[src/rtl/fixed_point_divider_pkg.sv]
// Shared fixed-point definitions for the divider and multiplier datapath.
// Holds the default Q4.4 format, FSM state encoding and saturation value.
package fxp_pkg;

   localparam int FXP_WIDTH = 8;
   localparam int FXP_FRAC  = 4;

   localparam logic [FXP_WIDTH-1:0] FXP_SAT = {FXP_WIDTH{1'b1}};

   typedef enum logic [1:0] {
      IDLE = 2'd0,
      CALC = 2'd1,
      DONE = 2'd2
   } fxp_state_t;

endpackage

[src/rtl/fixed_point_divider_if.sv]
// Operand/result handshake bundle for the fixed-point divider.
// The master supplies operands and accepts results; the slave is the divider.
interface fixed_point_divider_if #(
   parameter int WIDTH = 8
);
   logic             in_valid;
   logic             in_ready;
   logic [WIDTH-1:0] a;
   logic [WIDTH-1:0] b;
   logic             out_valid;
   logic             out_ready;
   logic [WIDTH-1:0] result;
   logic             overflow;
   logic             div_zero;

   modport master (
      output in_valid, a, b, out_ready,
      input  in_ready, out_valid, result, overflow, div_zero
   );

   modport slave (
      input  in_valid, a, b, out_ready,
      output in_ready, out_valid, result, overflow, div_zero
   );
endinterface

[src/rtl/fixed_point_divider_div_step.sv]
// One restoring-division step: shift the next dividend bit into the
// partial remainder and subtract the divisor when it fits.
module fxp_div_step #(
   parameter int WIDTH = 8
) (
   input  logic [WIDTH:0]   r_in,
   input  logic             n_bit,
   input  logic [WIDTH-1:0] d,
   output logic [WIDTH:0]   r_out,
   output logic             q_bit
);
   logic [WIDTH:0] trial;

   // r_in < d always holds, so its top bit is zero and can be dropped.
   assign trial = {r_in[WIDTH-1:0], n_bit};

   always_comb begin
      r_out = trial;
      q_bit = 1'b0;
      if (trial >= {1'b0, d}) begin
         r_out = trial - {1'b0, d};
         q_bit = 1'b1;
      end
   end
endmodule

[src/rtl/fixed_point_divider.sv]
// Sequential unsigned Q-format divider, one restoring step per clock,
// with valid/ready handshakes and saturation on quotient overflow.
module fixed_point_divider
   import fxp_pkg::*;
#(
   parameter int WIDTH = FXP_WIDTH,
   parameter int FRAC  = FXP_FRAC
) (
   input logic                 clk,
   input logic                 rst_n,
   fixed_point_divider_if.slave bus
);
   localparam int NW    = WIDTH + FRAC;
   localparam int CNT_W = $clog2(NW + 1);

   fxp_state_t       state;
   logic [NW-1:0]    n_sh;
   logic [NW-1:0]    q_sh;
   logic [WIDTH-1:0] d_reg;
   logic [WIDTH:0]   rem;
   logic [CNT_W-1:0] cnt;
   logic             in_ready_r;
   logic             out_valid_r;
   logic [WIDTH-1:0] result_r;
   logic             overflow_r;
   logic             div_zero_r;

   logic [WIDTH:0]   rem_next;
   logic             q_bit;
   logic [NW-1:0]    q_next;
   logic [WIDTH:0]   fmt;

   function automatic logic [WIDTH-1:0] saturate();
      return {WIDTH{1'b1}};
   endfunction

   // Returns {overflow, result}; any set bit above the Q format saturates.
   function automatic logic [WIDTH:0] format_quotient(input logic [NW-1:0] q);
      if (q[NW-1:WIDTH] != '0)
         return {1'b1, saturate()};
      return {1'b0, q[WIDTH-1:0]};
   endfunction

   fxp_div_step #(.WIDTH(WIDTH)) u_step (
      .r_in  (rem),
      .n_bit (n_sh[NW-1]),
      .d     (d_reg),
      .r_out (rem_next),
      .q_bit (q_bit)
   );

   assign q_next = {q_sh[NW-2:0], q_bit};
   assign fmt    = format_quotient(q_next);

   always_ff @(posedge clk or negedge rst_n) begin
      if (!rst_n) begin
         state       <= IDLE;
         n_sh        <= '0;
         q_sh        <= '0;
         d_reg       <= '0;
         rem         <= '0;
         cnt         <= '0;
         in_ready_r  <= 1'b1;
         out_valid_r <= 1'b0;
         result_r    <= '0;
         overflow_r  <= 1'b0;
         div_zero_r  <= 1'b0;
      end else begin
         case (state)
            IDLE: begin
               if (bus.in_valid) begin
                  n_sh       <= {bus.a, {FRAC{1'b0}}};
                  d_reg      <= bus.b;
                  rem        <= '0;
                  q_sh       <= '0;
                  cnt        <= CNT_W'(NW);
                  in_ready_r <= 1'b0;
                  overflow_r <= 1'b0;
                  if (bus.b == '0) begin
                     state       <= DONE;
                     out_valid_r <= 1'b1;
                     result_r    <= saturate();
                     div_zero_r  <= 1'b1;
                  end else begin
                     state      <= CALC;
                     div_zero_r <= 1'b0;
                  end
               end
            end
            CALC: begin
               rem  <= rem_next;
               n_sh <= n_sh << 1;
               q_sh <= q_next;
               cnt  <= cnt - 1'b1;
               if (cnt == CNT_W'(1)) begin
                  state       <= DONE;
                  out_valid_r <= 1'b1;
                  overflow_r  <= fmt[WIDTH];
                  result_r    <= fmt[WIDTH-1:0];
               end
            end
            DONE: begin
               if (bus.out_ready) begin
                  state       <= IDLE;
                  out_valid_r <= 1'b0;
                  in_ready_r  <= 1'b1;
               end
            end
            default: begin
               state       <= IDLE;
               in_ready_r  <= 1'b1;
               out_valid_r <= 1'b0;
            end
         endcase
      end
   end

   assign bus.in_ready  = in_ready_r;
   assign bus.out_valid = out_valid_r;
   assign bus.result    = result_r;
   assign bus.overflow  = overflow_r;
   assign bus.div_zero  = div_zero_r;
endmodule
[src/flat_wrapper.sv]
// flat-port wrapper written by rule: the top's interface ports become plain ports
module fixed_point_divider_flat import fxp_pkg::*;
#(
   parameter int WIDTH = FXP_WIDTH,
   parameter int FRAC  = FXP_FRAC
)
  (clk, rst_n, bus_in_valid, bus_a, bus_b, bus_out_ready, bus_in_ready, bus_out_valid, bus_result, bus_overflow, bus_div_zero);
  fixed_point_divider_if #(.WIDTH(WIDTH)) bus_i ();
  input logic clk;
  input logic rst_n;
  input wire logic [$bits(bus_i.in_valid)-1:0] bus_in_valid;
  input wire logic [$bits(bus_i.a)-1:0] bus_a;
  input wire logic [$bits(bus_i.b)-1:0] bus_b;
  input wire logic [$bits(bus_i.out_ready)-1:0] bus_out_ready;
  output wire logic [$bits(bus_i.in_ready)-1:0] bus_in_ready;
  output wire logic [$bits(bus_i.out_valid)-1:0] bus_out_valid;
  output wire logic [$bits(bus_i.result)-1:0] bus_result;
  output wire logic [$bits(bus_i.overflow)-1:0] bus_overflow;
  output wire logic [$bits(bus_i.div_zero)-1:0] bus_div_zero;
  assign bus_i.in_valid = bus_in_valid;
  assign bus_i.a = bus_a;
  assign bus_i.b = bus_b;
  assign bus_i.out_ready = bus_out_ready;
  assign bus_in_ready = bus_i.in_ready;
  assign bus_out_valid = bus_i.out_valid;
  assign bus_result = bus_i.result;
  assign bus_overflow = bus_i.overflow;
  assign bus_div_zero = bus_i.div_zero;
  fixed_point_divider #(.WIDTH(WIDTH), .FRAC(FRAC)) u_core (.clk(clk), .rst_n(rst_n), .bus(bus_i));
endmodule
[config.mk]
export PLATFORM = sky130hd
export DESIGN_NAME = fixed_point_divider_flat
export DESIGN_NICKNAME = d
export VERILOG_FILES = /design/src/rtl/fixed_point_divider_pkg.sv /design/src/rtl/fixed_point_divider_if.sv /design/src/rtl/fixed_point_divider_div_step.sv /design/src/rtl/fixed_point_divider.sv /design/src/flat_wrapper.sv
export SDC_FILE = /design/constraint.sdc
export NUM_CORES = 1
export LEC_CHECK = 0
export ABC_AREA = 1
export CAP_MARGIN = 5
export CORE_MARGIN = 3
export CORE_UTILIZATION = 30
export CTS_BUF_LIST = sky130_fd_sc_hd__clkbuf_8 sky130_fd_sc_hd__clkbuf_16
export CTS_CLUSTER_SIZE = 20
export DETAILED_ROUTE_END_ITERATION = 10
export REMOVE_ABC_BUFFERS = 1
export SLEW_MARGIN = 25
export SYNTH_ARGS = -nofsm -noshare
export SYNTH_HDL_FRONTEND = slang
export SYNTH_SLANG_ARGS = --single-unit
[constraint.sdc]
create_clock -name clk -period 4.5 [get_ports clk]
set_input_delay 0.9 -clock clk [delete_from_list [all_inputs] [get_ports clk]]
set_output_delay 0.9 -clock clk [all_outputs]
set_load 0.02 [all_outputs]
* Yosys cells after proc, flatten, opt, wreduce, memory -nomap -nowiden
Cells that the tools add are included.
** Operators by class
- Add/sub/neg operators :: 2
- Order comparisons :: 1
- Equality and inequality tests :: 7
- Muxes and demuxes :: 33
- Bitwise gates (word level) :: 1
- Reductions and logical operators :: 11
** Operators with widths (number)
- 2-to-1 mux 8 bit :: 5
- case mux 8 bit (2 select lines) :: 2
- case mux 12 bit (2 select lines) :: 1
- case mux 11 bit (2 select lines) :: 1
- 2-to-1 mux 9 bit :: 2
- 2-to-1 mux 12 bit :: 1
- 2-to-1 mux 11 bit :: 1
- 2-to-1 mux 1 bit :: 10
- >= comparator 9 x 8 -> 1 bit :: 1
- AND reduction 3 bit :: 3
- logical NOT 8 bit :: 1
- 2-to-1 mux 2 bit :: 4
- case mux 4 bit (2 select lines) :: 1
- AND reduction 4 bit :: 2
- subtractor 8 bit :: 1
- case mux 1 bit (3 select lines) :: 2
- case mux 2 bit (3 select lines) :: 1
- == test 4 x 1 -> 1 bit, second input constant :: 1
- 2-to-1 mux 4 bit :: 1
- inequality test 2 x 1 -> 1 bit, second input constant :: 2
- inequality test 2 bit, second input constant :: 2
- AND reduction 2 bit :: 2
- nonzero test 4 bit :: 1
- subtractor 4 x 1 -> 4 bit, second input constant :: 1
- other kinds (6) :: 6
** Word-level totals
- Register bits after elaboration :: 57
- Input bits :: 20
- Word-level logic and storage cells :: 66

* Longest topological paths before layout
- Depth after elaboration :: 5
- Gate-level depth with buffers :: 12

* By module
From an unflattened synthesis, not the netlist that was laid out.
** Unflattened totals
- Cells, all modules :: 377
- Area total of the unflattened synthesis :: 3006.6 um^2
** By module, submodules not included
- fixed_point_divider :: instances 1, cells each 246, area each 2306.0 um^2, sequential area each 1352.5 um^2
- fxp_div_step :: instances 1, cells each 131, area each 700.7 um^2, sequential area each 0.0 um^2

* Least setup slack after synthesis
No wires, ideal clock.
- Kind :: input to register
- Start :: input bus_b[6]
- End :: register u_core.result_r[3] (netlist: u_core.bus.result[3])
- Setup time :: 0.119 ns
- Arrival time :: 1.792 ns
- Required time :: 4.381 ns
- Setup slack :: 2.588 ns
- Stages :: 7
- Buffers on the path :: 1
- Cell sequence :: inv_1 -> nand4_1 -> o21ai_1 -> nand2_4 -> buf_6 -> nand2_2 -> o21ai_2
** On the way
- Longest elaborated chain between the ends :: 3
** RTL lines
- start, declared :: line flat_wrapper.sv:13 : input wire logic [$bits(bus_i.b)-1:0] bus_b;
- logical NOT 8 bit :: line fixed_point_divider.sv:79 : if (bus.b == '0) begin
- inequality test 2 x 1 -> 1 bit (no source line)
- AND reduction 4 bit (no source line)
- end signal, assigned :: line fixed_point_divider.sv:82 : result_r <= saturate();
- end signal, assigned :: line fixed_point_divider.sv:99 : result_r <= fmt[WIDTH-1:0];
- end, declared :: line fixed_point_divider.sv:24 : logic [WIDTH-1:0] result_r;
Every way passes these cells.
A chain may end at the register's enable or synchronous reset.

* Worst setup path after layout
- Start :: register u_core.in_ready_r (netlist: u_core.bus.in_ready)
- End :: output bus_in_ready
** RTL lines
- start, declared :: line fixed_point_divider.sv:22 : logic in_ready_r;
- start signal, assigned :: line fixed_point_divider.sv:63 : in_ready_r <= 1'b1;
- start signal, assigned :: line fixed_point_divider.sv:77 : in_ready_r <= 1'b0;
- start signal, assigned :: line fixed_point_divider.sv:106 : in_ready_r <= 1'b1;
- end, declared :: line flat_wrapper.sv:15 : output wire logic [$bits(bus_i.in_ready)-1:0] bus_in_ready;
No word-level cell between the ends.

==> metrics.log <==
INFO  metric cpLargestDelayFamily = buffers and inverters
INFO  metric clockPowerShare = 10.2%
INFO  metric timing_worst_slew_pin_value = 0.7196 ns
INFO  metric slew_violations = 0
INFO  metric clockBufferDepth = 2
INFO  metric achievable-frequency = 0.4211 GHz
INFO  metric net_sw_power = 0.001239 W
INFO  metric internal_power_consumption = 0.001379 W
INFO  metric switching_share = 47.32%
INFO  metric area_growth_syn_to_fin = 18.30%
INFO  metric crit_path_end_kind = primary output
INFO  metric htree_num_levels = 2
INFO  metric chipHeight = 101.6 um
INFO  metric clock_tree_from_tritoncts = built
INFO  metric critical_path.max_stage_delay = 0.61 ns
INFO  metric fin_crit_sh = 52.78%
INFO  metric place_congestion = 0.7747
INFO  metric drt_first_iter_violations = 102
INFO  metric mostFrequentLayoutCells = nand2_1, dfrtp_1, inv_1
INFO  metric detail_route.vias_per_cell = 4.551
INFO  metric p_seq_share = 31.8%
INFO  metric grt_start_max_net_pins = 29
INFO  metric postCtsSetupBuffers = 0
INFO  metric ctsResizeCount = 0
INFO  metric avgSynthCellArea = 8.257 um2
INFO  metric cp_max_fo = 2
INFO  metric registers.top_by_ff_count = u_core.q_sh
INFO  metric design_power_total = 0.002618 W
INFO  metric grt_pass1_wl = 10.60 mm
INFO  metric maxSlewHeadroom = 51.71%
INFO  metric synth_area = 2741 um2
INFO  metric required_time_of_the_critical_path = 3.60 ns
INFO  metric max-vdd-ir-drop = 0.0002978 V
INFO  metric worst-r2r-setup-slack = 2.54 ns
INFO  metric timing_worst_setup_path_type = reg -> out
INFO  metric overall_routed_net_length = 5.956 mm
INFO  metric largest_register_ff_count = 11
INFO  metric drive_gt1_share = 8.743%
INFO  metric yosys_register_bits = 53
INFO  metric worstHoldPathType = reg -> reg
INFO  metric floorplan.initialDensity = 31.13%
INFO  metric power-per-cell-area = 807.3 nW/um2
INFO  metric critical_path_data_arrival_time = 1.47 ns
INFO  metric area_enclosed_by_the_die_boundary = 10,320 um2
INFO  metric io_buffer_count = 31
INFO  metric cts-root-buf = clkbuf_8
INFO  metric worst_path_slowest_cell = clkdlybuf4s50_1
INFO  metric antenna_left = 0
INFO  metric layout.nets = 396
INFO  metric antenna_found_initial = 0
INFO  metric setup_tns = 0 ns
INFO  metric row_count = 34
INFO  metric worstHoldStart = u_core.bus.out_valid
INFO  metric worstSkewPairLatency = 0.31 ns
INFO  metric netlist-cell-type-count = 33
INFO  metric cts_sinks = 53
INFO  metric cap_viol_max_count = 0
INFO  metric postCtsHoldBufs = 0
INFO  metric final-setup-viol-count = 0
INFO  metric layout_min_cycle_time = 2.375 ns
INFO  metric worstSetupStartpointType = flip-flop
INFO  metric number_of_global_route_vias_before_repair = 2,197
INFO  metric detailroute.via_count = 2,157
INFO  metric post-route-drc-count = 0
INFO  metric final.setup_skew = 0.01124 ns
INFO  metric r2r_start = u_core.state[1]
INFO  metric outcome = complete, no violations
INFO  metric cp-startpoint = u_core.bus.in_ready
INFO  metric cell_chain_critical_path = clkdlybuf4s50_1
INFO  metric dp_hpwl = 4.513 mm
INFO  metric core = 8806 um2
INFO  metric post_drt_wl_per_cell = 12.57 um
INFO  metric syn_inst = 332
INFO  metric rsz_0062_raised_after_global_routing = false
INFO  metric wp_buf_inv = 1
INFO  metric floorplan.io_pins = 32
INFO  metric globalRoute.totalOverflow = 0
INFO  metric chipWidth = 101.6 um
INFO  metric most_common_cell_after_layout_fill_and_taps_aside = nand2_1
INFO  metric cts-buffers-inserted = 5
INFO  metric drt_pass1_iterations = 4
INFO  metric seq_area_frac_synth = 48.43%
INFO  metric diodes = 0
INFO  metric grtUsageTotal = 12.66%
INFO  metric synth-warning-count = 0
INFO  metric combPwrFrac = 58.0%
INFO  metric hold_viol_final = 0
INFO  metric clk_pin_slew_worst_paths = 0.10 ns
INFO  metric power.leakage = 1.610 nW
-- worst register-to-register path: stages (launching register included) --
cell and delay (ns):
dfrtp_1 0.47, nor2_2 0.25, nand2_2 0.24, nand2_2 0.31
inv_1 0.31, a32o_1 0.29
-- final cells by class --
type / count / area [um2]
fillers: 920 / 5563
flip-flops and latches: 53 / 1328
multi-input cells: 221 / 1181
repair buffers: 33 / 320.3
inverters: 51 / 191.4
well taps: 108 / 135.1
clock buffers: 5 / 68.82
clock inverters: 3 / 18.77
-- synthesized netlist by cell type (all sizes together) --
cell type  count  area (um2)
ha            10       125.1
clkinv         1       3.750
a22oi          6       45.04
nand3b         6       45.04
a21oi          5       25.02
nand3         20       100.1
xnor2          1       8.760
nand4          5       31.28
o22a           1       8.760
o22ai         11       68.82
a22o           1       8.760
dfrtp         52        1301
a32o           1       10.01
nor2          26       110.1
dfstp          1       26.28
inv           50       187.7
or2            1       6.260
xor2           2       17.52
fa             1       20.02
o21ai         23       130.1
nand2        100       415.4
nor3           1       5.000
clkbuf         2       7.510
buf            5       33.78
-- stage by stage --
stage | instances | utilization [%] | instance area [um2] | setup slack [ns] | hold WS, ns
after floorplan | 325 | - | 2700 | 2.139 | 0.4494
after global placement | 466 | 35.83 | 3156 | 1.810 | 0.4674
after detailed placement | 466 | 35.83 | 3156 | 1.777 | 0.4683
after CTS | 474 | 36.83 | 3243 | 2.103 | 0.4963
after global routing | 474 | 36.83 | 3243 | 1.993 | 0.5201
final | 474 | 36.83 | 3243 | 2.125 | 0.4886
-- layer usage --
layer / track usage (%) / routed length (um) / part of all wire (%)
met1: 17.25 / 2901 / 49
met5: 0 / 0 / 0
met3: 1.997 / 142 / 2.4
met2: 20.93 / 2817 / 47
met4: 3.476 / 95 / 1.6
-- cell families after synthesis --
group                      share of synthesized area [%]
xor gates and xnor gates                          0.9586
DFF                                                48.43
adders and majority gates                          5.294
AOI/OAI and AO/OA                                  10.82
buffers and inverters                              8.489
and+or+nand+nor                                    26.02
-- worst paths after layout --
check,to,depth (start not counted)
worst max register to register,u_core.n_sh[4],5
max in group asynchronous,u_core.bus.in_ready,2
min in group asynchronous,u_core.n_sh[4],1
worst min register to register,u_core.bus.out_valid,2
worst max-delay path,bus_in_ready,1
worst min-delay path,u_core.bus.out_valid,2
-- power groups by stage --
stage | clock network, W | registers, W | logic, W
floorplan | 0 | 0.000870 | 0.00107
global placement | 0 | 0.000843 | 0.00151
detailed placement | 0 | 0.000839 | 0.00153
CTS | 0.000272 | 0.000833 | 0.00154
global route | 0.000293 | 0.000861 | 0.00175
finish | 0.000267 | 0.000832 | 0.00152
(Power assumes the default switching activity.)
